File: src/rtl/tl_ctrl_pkg.sv
// tl_ctrl_pkg: TileLink-UL opcodes and the registered D-channel response record.
package tl_ctrl_pkg;
  localparam logic [2:0] PUT_FULL        = 3'd0;
  localparam logic [2:0] PUT_PARTIAL     = 3'd1;
  localparam logic [2:0] GET             = 3'd4;
  localparam logic [2:0] ACCESS_ACK      = 3'd0;
  localparam logic [2:0] ACCESS_ACK_DATA = 3'd1;
  localparam int SRC_MAX_W = 16;
  typedef struct packed {
    logic [2:0]           opcode;
    logic [1:0]           size;
    logic [SRC_MAX_W-1:0] source;
    logic [63:0]          data;
    logic                 denied;
  } resp_t;
endpackage

File: src/rtl/tl_ctrl_regfile.sv
// tl_ctrl_regfile: NREGS x 64-bit registers with byte-masked write, async read, flat export.
module tl_ctrl_regfile #(
  parameter int NREGS = 8,
  parameter int IW = $clog2(NREGS)
) (
  input  logic              clk,
  input  logic              rst,
  input  logic              i_we,
  input  logic [IW-1:0]     i_widx,
  input  logic [7:0]        i_wmask,
  input  logic [63:0]       i_wdata,
  input  logic [IW-1:0]     i_ridx,
  output logic [63:0]       o_rdata,
  output logic [NREGS*64-1:0] o_regs
);
  logic [63:0] r_regs [NREGS];
  always_ff @(posedge clk) begin
    if (rst) r_regs <= '{default: '0};
    else if (i_we)
      for (int b = 0; b < 8; b++)
        if (i_wmask[b]) r_regs[i_widx][8*b+:8] <= i_wdata[8*b+:8];
  end
  assign o_rdata = r_regs[i_ridx];
  for (genvar i = 0; i < NREGS; i++) begin : g_flat
    assign o_regs[64*i+:64] = r_regs[i];
  end
endmodule

File: src/rtl/tl_control_responder.sv
// tl_control_responder: TileLink-UL register responder with a one-entry D buffer.
// Define TL_CTRL_RESP_ERR_EN to add auto_in_d_bits_denied for misses, bad opcodes and corrupt Puts.
module tl_control_responder
  import tl_ctrl_pkg::*;
#(
  parameter int          NREGS     = 8,
  parameter logic [30:0] BASE_ADDR = 31'h0C00_0000,
  parameter int          SRC_W     = 7
) (
  input  logic              clock,
  input  logic              reset,
  output logic              auto_in_a_ready,
  input  logic              auto_in_a_valid,
  input  logic [2:0]        auto_in_a_bits_opcode,
  input  logic [2:0]        auto_in_a_bits_param,
  input  logic [1:0]        auto_in_a_bits_size,
  input  logic [SRC_W-1:0]  auto_in_a_bits_source,
  input  logic [30:0]       auto_in_a_bits_address,
  input  logic [7:0]        auto_in_a_bits_mask,
  input  logic [63:0]       auto_in_a_bits_data,
  input  logic              auto_in_a_bits_corrupt,
  input  logic              auto_in_d_ready,
  output logic              auto_in_d_valid,
  output logic [2:0]        auto_in_d_bits_opcode,
  output logic [1:0]        auto_in_d_bits_size,
  output logic [SRC_W-1:0]  auto_in_d_bits_source,
  output logic [63:0]       auto_in_d_bits_data,
`ifdef TL_CTRL_RESP_ERR_EN
  output logic              auto_in_d_bits_denied,
`endif
  output logic [NREGS*64-1:0] ctrl_regs
);
  localparam int IW = $clog2(NREGS);
  logic [27:0]   w_off;
  logic          w_hit, w_get, w_put, w_accept, w_we, w_err, w_unused;
  logic [IW-1:0] w_idx;
  logic [63:0]   w_rdata;
  resp_t         w_resp, r_resp;
  logic          r_valid;
  assign w_off    = auto_in_a_bits_address[30:3] - BASE_ADDR[30:3];
  assign w_hit    = w_off < 28'(NREGS);
  assign w_idx    = w_off[IW-1:0];
  assign w_get    = auto_in_a_bits_opcode == GET;
  assign w_put    = auto_in_a_bits_opcode == PUT_FULL || auto_in_a_bits_opcode == PUT_PARTIAL;
  assign auto_in_a_ready = !r_valid || auto_in_d_ready;
  assign w_accept = auto_in_a_valid && auto_in_a_ready;
  assign w_we     = w_accept && w_put && w_hit && !auto_in_a_bits_corrupt;
  assign w_unused = ^{auto_in_a_bits_param, auto_in_a_bits_address[2:0]};
`ifdef TL_CTRL_RESP_ERR_EN
  assign w_err = !w_hit || !(w_get || w_put) || (w_put && auto_in_a_bits_corrupt);
  assign auto_in_d_bits_denied = r_resp.denied;
`else
  assign w_err = 1'b0;
`endif
  // Read data is sampled before the write of the same edge lands in the regfile.
  assign w_resp = '{
    opcode: w_get ? ACCESS_ACK_DATA : ACCESS_ACK,
    size:   auto_in_a_bits_size,
    source: SRC_MAX_W'(auto_in_a_bits_source),
    data:   (w_get && w_hit) ? w_rdata : 64'h0,
    denied: w_err
  };
  always_ff @(posedge clock) begin
    if (reset) begin
      r_valid <= 1'b0;
      r_resp  <= '0;
    end else if (w_accept) begin
      r_valid <= 1'b1;
      r_resp  <= w_resp;
    end else if (auto_in_d_ready) r_valid <= 1'b0;
  end
  assign auto_in_d_valid       = r_valid;
  assign auto_in_d_bits_opcode = r_resp.opcode;
  assign auto_in_d_bits_size   = r_resp.size;
  assign auto_in_d_bits_source = r_resp.source[SRC_W-1:0];
  assign auto_in_d_bits_data   = r_resp.data;
  tl_ctrl_regfile #(.NREGS(NREGS)) u_regs (
    .clk     (clock),
    .rst     (reset),
    .i_we    (w_we),
    .i_widx  (w_idx),
    .i_wmask (auto_in_a_bits_mask),
    .i_wdata (auto_in_a_bits_data),
    .i_ridx  (w_idx),
    .o_rdata (w_rdata),
    .o_regs  (ctrl_regs)
  );
endmodule

File: config.mk
export PLATFORM = sky130hd
export DESIGN_NAME = tl_control_responder
export DESIGN_NICKNAME = d
export VERILOG_FILES = /design/src/rtl/tl_ctrl_pkg.sv /design/src/rtl/tl_ctrl_regfile.sv /design/src/rtl/tl_control_responder.sv
export SDC_FILE = /design/constraint.sdc
export NUM_CORES = 1
export LEC_CHECK = 0
export CAP_MARGIN = 20
export CORE_AREA = 2 2 281 283
export DETAILED_ROUTE_END_ITERATION = 12
export DIE_AREA = 0 0 283 285
export PLACE_DENSITY_LB_ADDON = 0.2
export SYNTH_ARGS = -nofsm -noshare
export SYNTH_HDL_FRONTEND = slang
export SYNTH_SLANG_ARGS = --single-unit
File: constraint.sdc
create_clock -name clock -period 5.9 [get_ports clock]
set_input_delay 0.59 -clock clock [delete_from_list [all_inputs] [get_ports clock]]
set_output_delay 0.59 -clock clock [all_outputs]
set_load 0.02 [all_outputs]
==> metrics.txt <==
clock group share of total power=between 40% and 50%; Switching Share=23.9%; starting utilization of the core area=between 30% and 40%; clk sink count=587; core region area=just under 80,000 sq um; total number of vias=between 20,000 and 25,000; post-detailed-route count of antenna-violating nets=0; average via count per standard cell=roughly 5.3; minimum clock period=3470 ps; Hold Crit Start=auto_in_d_bits_data[51]; pre-CTS setup slack=roughly 1800 ps; Worst Hold Path Cells=2; routability-driven placement congestion ratio=around 0.84; count of pins on the block boundary=roughly 710; layout overhead on the synthesized area=34.2%; sequential cell area fraction in the yosys report=43.0%; Post-CTS Hold Fix Bufs=0; DRT Pass-1 Iters=5; Reg2Reg Depth=6; number of buffers inserted by port buffering=704; met2 track demand over resource=between 40 and 50%; met1 layer usage reported by global route=31.8%; number of DRC violations after detailed-routing iteration 0=1,379; type of element capturing the critical path=flip-flop; global-route wire length before repair=~160 mm; number of pins with negative max-slew slack in the final report=0; number of distinct standard cells referenced by the synthesized netlist=43; peak clock frequency supported by timing=between 0.2 and 0.3 GHz; Post-Synth Simple-Gate Area=19.0%; post-detailed-route wirelength per cell=~26 microns; Adder-Cell Fraction of Synth Area=less than 1%; unrepaired setup endpoints after global routing=false; CTS tree=yes; worst path arrival time=roughly 4000 ps; Setup TNS=0 ps; register share of total power=a little under half; startpoint of the worst register-to-register path=auto_in_d_valid; leakage power of the design=~16 nW; Mean Syn Cell Area=between 9 and 10 sq um; clock transition at the register clock pins on the worst setup and hold paths after CTS=60 ps; most common cell after layout, fill and taps aside=sky130_fd_sc_hd__clkdlybuf4s50_1; fraction of layout cells with a size suffix above 1=roughly 6.4%; Tightest Pin Transition=1170 ps; HPWL after detailed placement=~77 mm; met3 layer usage reported by global route=under 10%; maxcap violations=0; synthesized-area fraction occupied by xor and xnor cells=0.0641%; count of mapped cells out of synthesis=about 2,800; endpoint of the worst hold-timing path=auto_in_d_bits_data[51]; multiplexer share of the synthesized area=24.1%; Worst IR Drop VDD=roughly 230 uV; CP required=6420 ps; Int Pwr=about 6.7 mW; critical path start-end classification=input pin to flip-flop; result of the run=completed; die outline width=283 microns; H-tree levels=3; Hold WC Path Type=flip-flop to flip-flop; ratio of total power to cell area=around 240 nW/um^2; Num CTS Buffers=68; worst-skew pair later-pin latency=600 ps; Site Rows=roughly 100; global router's overall resource usage=~27%; # Post-CTS Setup Buffers=0; Power, Total=between 8 and 9 mW; #FFs+latches synth=a little under 600; clock tree skew after final layout=between 20 and 25 ps; root buffer cell=sky130_fd_sc_hd__clkbuf_16; largest net degree at the start of global routing=234; die area=80,700 sq um; worst hold slack after final layout=442 ps; final net count=approximately 3,400; synthesized area=about 27,000 sq um; number of warning messages in the yosys log=0; area of placed instances=34,500 sq um; Routed WL=114 mm; count of final setup violators=0; fin crit share=between 50% and 60%; Synth Area in Compound Gates=under 10%; Startpoint Class=input pin; Synth Flop Type=sky130_fd_sc_hd__dfxtp_1; cells resized by post-CTS repair=0; area of all placed cells without fillers=approximately 37,000 sq um; Top Usage Layer GRT=met2; Max Buffers Root-to-Sink=3; residual DRC count=0; Hold Violations, Final=0; worst-path maximum fanout=57; number of global-route vias before repair=23,411; antenna violations before repair=8; Post-synth EDFFs=0; FF-to-FF End=auto_in_d_bits_data[52]; worst reg-to-reg setup slack=roughly 3000 ps; remaining global-route overflow=0; combinational family with the most area after synthesis=multiplexers; Combinational Power Share=between 6 and 7%; worst slew margin relative to its limit=a little over a fifth; Async S/R FF share, synth=0%; Die Span Y=285 microns; commonest non-fill, non-tap cells in the layout=700 x sky130_fd_sc_hd__clkdlybuf4s50_1, 595 x sky130_fd_sc_hd__mux2i_1, 587 x sky130_fd_sc_hd__dfxtp_1, 577 x sky130_fd_sc_hd__nand2b_1, 169 x sky130_fd_sc_hd__nand2_1; switching power of the nets=between 2 and 2.5 mW; Final Worst Setup Slack=between 2000 and 2500 ps
## worst max-delay path, stage by stage
cell and delay, ps:
sky130_fd_sc_hd__clkbuf_8 490, sky130_fd_sc_hd__inv_2 580, sky130_fd_sc_hd__nor2_2 910, sky130_fd_sc_hd__nand2_1 220, sky130_fd_sc_hd__nor4_4 860, sky130_fd_sc_hd__mux2i_1 280
## power groups by stage
| stage | clock network [mW] | registers [mW] | logic (mW) |
|---|---|---|---|
| after CTS | 4.24 | 3.97 | 0.608 |
| final | 4.16 | 3.97 | 0.606 |
| after global placement | 0 | 4.06 | 0.598 |
| after detailed placement | 0 | 4.06 | 0.606 |
| after global routing | 4.38 | 3.97 | 0.642 |
| after floorplan | 0 | 4.06 | 0.353 |
## how the worst max path moves through the flow
stage          slack, ps                       to                  startpoint  cells after the start
3_5_place_dp        1760       u_regs.o_regs[477]   auto_in_a_bits_address[5]                      6
6_report            2430       u_regs.o_regs[477]   auto_in_a_bits_address[5]                      6
4_1_cts             2380       u_regs.o_regs[477]   auto_in_a_bits_address[5]                      6
5_1_grt             2330  auto_in_d_bits_data[52]  auto_in_a_bits_address[26]                      8
3_3_place_gp        1840       u_regs.o_regs[477]   auto_in_a_bits_address[5]                      6
2_1_floorplan       3340       u_regs.o_regs[440]  auto_in_a_bits_address[26]                      8
## state kept, by name (all words and copies together) (netlist names)
| signal | count |
|---|---|
| u_regs.o_regs | 512 |
| auto_in_d_bits_opcode | 1 |
| auto_in_d_valid | 1 |
| auto_in_d_bits_source | 7 |
| auto_in_d_bits_size | 2 |
| auto_in_d_bits_data | 64 |
## cells in the mapped netlist, types with 19 or more instances
cell / count / area share [%]
sky130_fd_sc_hd__mux2i_1: 595 / 22
sky130_fd_sc_hd__dfxtp_1: 587 / 43
sky130_fd_sc_hd__nand2b_1: 581 / 13
sky130_fd_sc_hd__nand2_1: 170 / 2.3
sky130_fd_sc_hd__clkbuf_1: 134 / 1.8
sky130_fd_sc_hd__o21ai_0: 88 / 1.6
sky130_fd_sc_hd__buf_1: 80 / 1.1
sky130_fd_sc_hd__o21ai_1: 60 / 1.1
sky130_fd_sc_hd__mux2_2: 55 / 2.3
sky130_fd_sc_hd__o22ai_1: 55 / 1.3
sky130_fd_sc_hd__or4_1: 55 / 1.5
sky130_fd_sc_hd__buf_4: 52 / 1.4
sky130_fd_sc_hd__a21oi_1: 48 / 0.88
sky130_fd_sc_hd__nor2_1: 45 / 0.62
sky130_fd_sc_hd__o221ai_1: 31 / 0.99
sky130_fd_sc_hd__a211oi_1: 26 / 0.71
sky130_fd_sc_hd__o22a_1: 26 / 0.83
sky130_fd_sc_hd__buf_2: 19 / 0.35
## through the flow
stage | instances | util (%)
global placement | 4269 | 44.2
global route | 4386 | 47.0
detailed placement | 4270 | 44.2
floorplan | 2794 | -
CTS | 4383 | 47.0
finish | 4388 | 47.0
## layer usage
| layer | up-vias | wire length [microns] |
|---|---|---|
| li1 | 10604 | - |
| met1 | 11504 | 45800 |
| met2 | 842 | 56100 |
| met3 | 222 | 7400 |
| met4 | 4 | 4830 |
| met5 | - | 27 |
## cell type report
type | instances | area (sq um)
Fill cell | 7267 | 41300
Multi-Input combinational cell | 1903 | 14200
Sequential cell | 587 | 11800
Timing Repair Buffer | 726 | 7240
Clock buffer | 102 | 2020
Tap cell | 1050 | 1310
Clock inverter | 11 | 145
Inverter | 4 | 15.0
Antenna cell | 5 | 12.5
## cells by family after synthesis
| group | count (synthesis) |
|---|---|
| compound gates | 365 |
| xor+xnor | 2 |
| other cells | 1 |
| mux | 650 |
| simple gates | 883 |
| flops | 587 |
| fa+ha+maj | 1 |
| buf+inv | 304 |
Note: power is estimated with default switching activity, not from simulation.
